--- src/rtl/pipe_hazard_ctrl.sv ---
// Pipeline hazard/sequencing controller: stall, squash, forwarding and a memory-wait watchdog.
// Optional performance counters are built when HAZ_PERF_CNT_EN is defined.
module pipe_hazard_ctrl #(
  parameter int unsigned MEM_TIMEOUT = 15,
  parameter int unsigned CNT_W       = 16
) (
  input  logic             clk,
  input  logic             rst,
  input  logic [4:0]       id_rs,
  input  logic [4:0]       id_rt,
  input  logic [4:0]       ex_rs,
  input  logic [4:0]       ex_rt,
  input  logic [4:0]       ex_rd,
  input  logic             ex_mem_read,
  input  logic [4:0]       mem_rd,
  input  logic             mem_reg_write,
  input  logic [4:0]       wb_rd,
  input  logic             wb_reg_write,
  input  logic             branch_taken,
  input  logic             dmem_req,
  input  logic             dmem_ack,
  output logic             pc_write,
  output logic             ifid_write,
  output logic             idex_write,
  output logic             exmem_write,
  output logic             ifid_flush,
  output logic             idex_flush,
  output logic             memwb_flush,
  output logic [1:0]       fwd_a,
  output logic [1:0]       fwd_b,
  output logic [1:0]       state,
  output logic             mem_err,
  output logic [CNT_W-1:0] stall_cycles,
  output logic [CNT_W-1:0] flush_count
);

  localparam int unsigned WcW = $clog2(MEM_TIMEOUT + 1);

  typedef enum logic [1:0] {
    StRun     = 2'd0,
    StMemWait = 2'd1,
    StAbort   = 2'd2
  } state_e;

  state_e           state_q;
  logic [WcW-1:0]   wait_cnt_q;
  logic             mem_err_q;
  logic             load_use;
  logic             freeze;
  logic             abort_flush;

  function automatic logic [1:0] fwd_sel(input logic [4:0] src);
    if (mem_reg_write && mem_rd != 5'd0 && mem_rd == src) return 2'b10;
    if (wb_reg_write && wb_rd != 5'd0 && wb_rd == src) return 2'b01;
    return 2'b00;
  endfunction

  always_comb begin
    fwd_a = fwd_sel(ex_rs);
    fwd_b = fwd_sel(ex_rt);
  end

  always_comb begin
    load_use    = ex_mem_read && ex_rd != 5'd0 && (ex_rd == id_rs || ex_rd == id_rt);
    freeze      = 1'b0;
    abort_flush = 1'b0;
    case (state_q)
      StRun:     freeze = dmem_req && !dmem_ack;
      StMemWait: freeze = !dmem_ack;
      StAbort:   abort_flush = 1'b1;
      default:   ;
    endcase

    pc_write    = 1'b1;
    ifid_write  = 1'b1;
    idex_write  = 1'b1;
    exmem_write = 1'b1;
    ifid_flush  = 1'b0;
    idex_flush  = 1'b0;
    memwb_flush = 1'b0;
    // Reset forces default controls even before the state register clears.
    if (rst) begin
      if (freeze) begin
        pc_write    = 1'b0;
        ifid_write  = 1'b0;
        idex_write  = 1'b0;
        exmem_write = 1'b0;
        memwb_flush = 1'b1;
      end else begin
        memwb_flush = abort_flush;
        if (branch_taken) begin
          ifid_flush = 1'b1;
          idex_flush = 1'b1;
        end else if (load_use) begin
          pc_write   = 1'b0;
          ifid_write = 1'b0;
          idex_flush = 1'b1;
        end
      end
    end
  end

  always_ff @(posedge clk) begin
    if (!rst) begin
      state_q    <= StRun;
      wait_cnt_q <= '0;
      mem_err_q  <= 1'b0;
    end else begin
      case (state_q)
        StRun: begin
          if (dmem_req && !dmem_ack) begin
            state_q    <= StMemWait;
            wait_cnt_q <= WcW'(1);
          end
        end
        StMemWait: begin
          if (dmem_ack) begin
            state_q    <= StRun;
            wait_cnt_q <= '0;
          end else if (wait_cnt_q == WcW'(MEM_TIMEOUT)) begin
            state_q    <= StAbort;
            wait_cnt_q <= '0;
            mem_err_q  <= 1'b1;
          end else begin
            wait_cnt_q <= wait_cnt_q + WcW'(1);
          end
        end
        StAbort: state_q <= StRun;
        default: state_q <= StRun;
      endcase
    end
  end

  assign state   = state_q;
  assign mem_err = mem_err_q;

`ifdef HAZ_PERF_CNT_EN
  logic [CNT_W-1:0] stall_cycles_q;
  logic [CNT_W-1:0] flush_count_q;

  // Both counters saturate at all-ones.
  always_ff @(posedge clk) begin
    if (!rst) begin
      stall_cycles_q <= '0;
      flush_count_q  <= '0;
    end else begin
      if (!pc_write && stall_cycles_q != '1) stall_cycles_q <= stall_cycles_q + CNT_W'(1);
      if (ifid_flush && flush_count_q != '1) flush_count_q <= flush_count_q + CNT_W'(1);
    end
  end

  assign stall_cycles = stall_cycles_q;
  assign flush_count  = flush_count_q;
`else
  assign stall_cycles = '0;
  assign flush_count  = '0;
`endif

endmodule

--- config.mk ---
export PLATFORM = sky130hd
export DESIGN_NAME = pipe_hazard_ctrl
export DESIGN_NICKNAME = d
export VERILOG_FILES = /design/src/rtl/pipe_hazard_ctrl.sv
export SDC_FILE = /design/constraint.sdc
export NUM_CORES = 1
export LEC_CHECK = 0
export BUFFER_PORTS_ARGS = -buffer_cell sky130_fd_sc_hd__buf_2
export CAP_MARGIN = 10
export CORE_MARGIN = 2
export CORE_UTILIZATION = 40
export CTS_BUF_LIST = sky130_fd_sc_hd__clkbuf_4
export DETAILED_ROUTE_END_ITERATION = 16
export PLACE_DENSITY = 0.84
export SETUP_SLACK_MARGIN = 0.4
export SLEW_MARGIN = 20
export SYNTH_ARGS = -nofsm -noshare
export SYNTH_HDL_FRONTEND = slang
export SYNTH_SLANG_ARGS = --single-unit
--- constraint.sdc ---
create_clock -name clk -period 2.69 [get_ports clk]
set_input_delay 0.4035 -clock clk [delete_from_list [all_inputs] [get_ports clk]]
set_output_delay 0.4035 -clock clk [all_outputs]
set_load 0.005 [all_outputs]
==> flow_summary.ini <==
[status]
run_status = finished, final reports clean

[synth]
syn-cell-area_um2 = 1010
async_flop_share = 0
synthDistinctLibCells = 30
syn_area_per_cell_um2 = 7.84
synth-edff-count = 0
ys_seq_area_frac = 0.139
yosysWarnings = 0
synth_cells = 129
synth-seq-cells = 7
synth_top_flop_cell = dfxtp_1

[sta]
worstMarginPinSlew_ns = 0.505
hold_viol_final = 0
tns_ns = 0
relSlewSlack = 0.660
max_freq_mhz = 467
setup_violations = 0
rsz0062_at_grt = false
worst_slack_ns = 0.547
skew_ns = 0.00710
finalCritPeriodShare = 0.797
finalCriticalPeriod_ns = 2.14
hold_slack_ns = 0.438
drv_slew = 0

[routing]
drtIter0Drc = 13
wl_mm = 2.20
routedWlPerCell_um = 10.2
vias = 967
vias_per_cell = 4.48
final_antenna_net_count = 0
drc_errors = 0
first_pass_iters = 4

[clock_tree]
cts.sink_count = 7
root_buffer = clkbuf_4
cts_buffer_depth = 2
cts.clk_slew.worst_paths_ns = 0.06
numCtsBuffers = 3
post-cts-setup-buffers = 0
cts_tree = done
htree_levels = 1
hold_buffers = 0
clk_latency_ns = 0.25
cts-resized-gates = 0

[placement]
port_buffers = 56
place.gp.congestion = 0.725
place_hpwl_mm = 1.98
place_ws_ns = 0.556
place_area_um2 = 1190

[global_route]
gr-usage-met3 = 0.0492
overflow = 0
grt_pass1_vias = 803
grtUsageTotal = 0.148
use_met2 = 0.293
grt_max_degree = 9
antenna_found_initial = 0
busiest_layer = met2
grt_pass1_wl_mm = 3.21
use_met1 = 0.148

[layout]
finalInstanceArea_um2 = 1220
fin_nets = 231
final_cell_mix = buf_2 (56), conb_1 (32), xor2_1 (24)
drive_gt1_frac = 0.355
area_delta_synth_final_pct = 20.7
diodes = 0
final_common_cell = buf_2
n_fill_cell = 250

[setup_path]
worstSetupPathType = in2out
startpoint_type = primary input
critPathCaptureType = output pin
path_max_fanout = 3
cp_data_arrival_time_ns = 1.74
crit_required_ns = 2.29

[power]
p_per_area_nw_per_um2 = 280
power.leakage_uw = 0.000625
ir_worst_vdd_uv = 187
total_power_uw = 342

[floorplanning]
die_h_um = 54.3
rows = 18
dieArea_um2 = 2950
core_area_um2 = 2430
initial_core_util = 0.416
io_pins = 89
die_width_um = 54.3

[worst_hold_path]
holdCritPathClass = in2reg

[job]
maxCapViolCount = 0
==> report_power, final <==
group          internal, µW  switching [µW]
clock                  66.5            37.0
combinational          59.9            69.3
sequential              106            3.01
total                   233             109
==> kinds of logic after synthesis <==
| group | after synthesis | synth area share |
|---|---|---|
| flops | 7 | 0.139 |
| fa+ha+maj | 1 | 0.0124 |
| xor+xnor | 30 | 0.260 |
| compound gates | 17 | 0.110 |
| other cells | 1 | 0.00371 |
| simple gates | 37 | 0.215 |
| buf+inv | 36 | 0.260 |
==> routing by layer <==
metal | up-vias | part of all wire | routed length [µm]
met5 | - | 0 | 0
met1 | 435 | 0.35 | 769
li1 | 491 | - | -
met4 | 0 | 0.0073 | 16
met3 | 2 | 0.068 | 149
met2 | 39 | 0.57 | 1260
==> worst max-delay path, stage by stage <==
cell	delay, ns
buf_2	0.12
or4_4	0.53
o21ai_2	0.15
nor4_1	0.10
nor4_2	0.29
buf_2	0.16
==> registers in the layout (all words and copies together), names as in the netlist <==
register / cells
wait_cnt_q: 4
state: 2
mem_err: 1
==> area by class of cell <==
cell class                 instances  area (µm²)  share of cell area
inverter                           2        7.51             0.00615
sequential                         7         140               0.115
clock buffer                       4        30.0              0.0246
timing repair buffer              56         280               0.230
multi-input combinational        117         724               0.594
tap                               30        37.5              0.0308
==> worst paths after layout <==
check,startpoint,endpoint,slack [ns],depth (start not counted)
max reg2reg,state[0]$_SDFFE_PN0P_,wait_cnt_q[3]$_SDFFE_PN0P_,1.37,4
min,rst,wait_cnt_q[3]$_SDFFE_PN0P_,0.44,3
min reg2reg,wait_cnt_q[3]$_SDFFE_PN0P_,wait_cnt_q[3]$_SDFFE_PN0P_,0.46,1
max,mem_rd[1],fwd_a[0],0.55,6
==> Yosys cell counts (2+ instances only) <==
master,instances,area share
xor2_1,24,0.21
nor4_1,2,0.012
o21bai_1,2,0.015
inv_1,2,0.0074
o21ai_0,4,0.020
or4_1,4,0.030
nor4_2,2,0.025
dfxtp_1,7,0.14
nand2_1,2,0.0074
nor3_1,6,0.030
nand3_1,3,0.015
nor2_1,10,0.037
a21oi_1,4,0.020
a22oi_1,2,0.015
xnor2_1,6,0.052
and3_1,2,0.012
buf_4,34,0.25
==> stage by stage <==
stage / util / instances
2_1_floorplan: - / 160
3_3_place_gp: 0.489 / 212
3_5_place_dp: 0.489 / 212
4_1_cts: 0.502 / 216
5_1_grt: 0.502 / 216
6_report: 0.502 / 216
(Power assumes the default switching activity.)
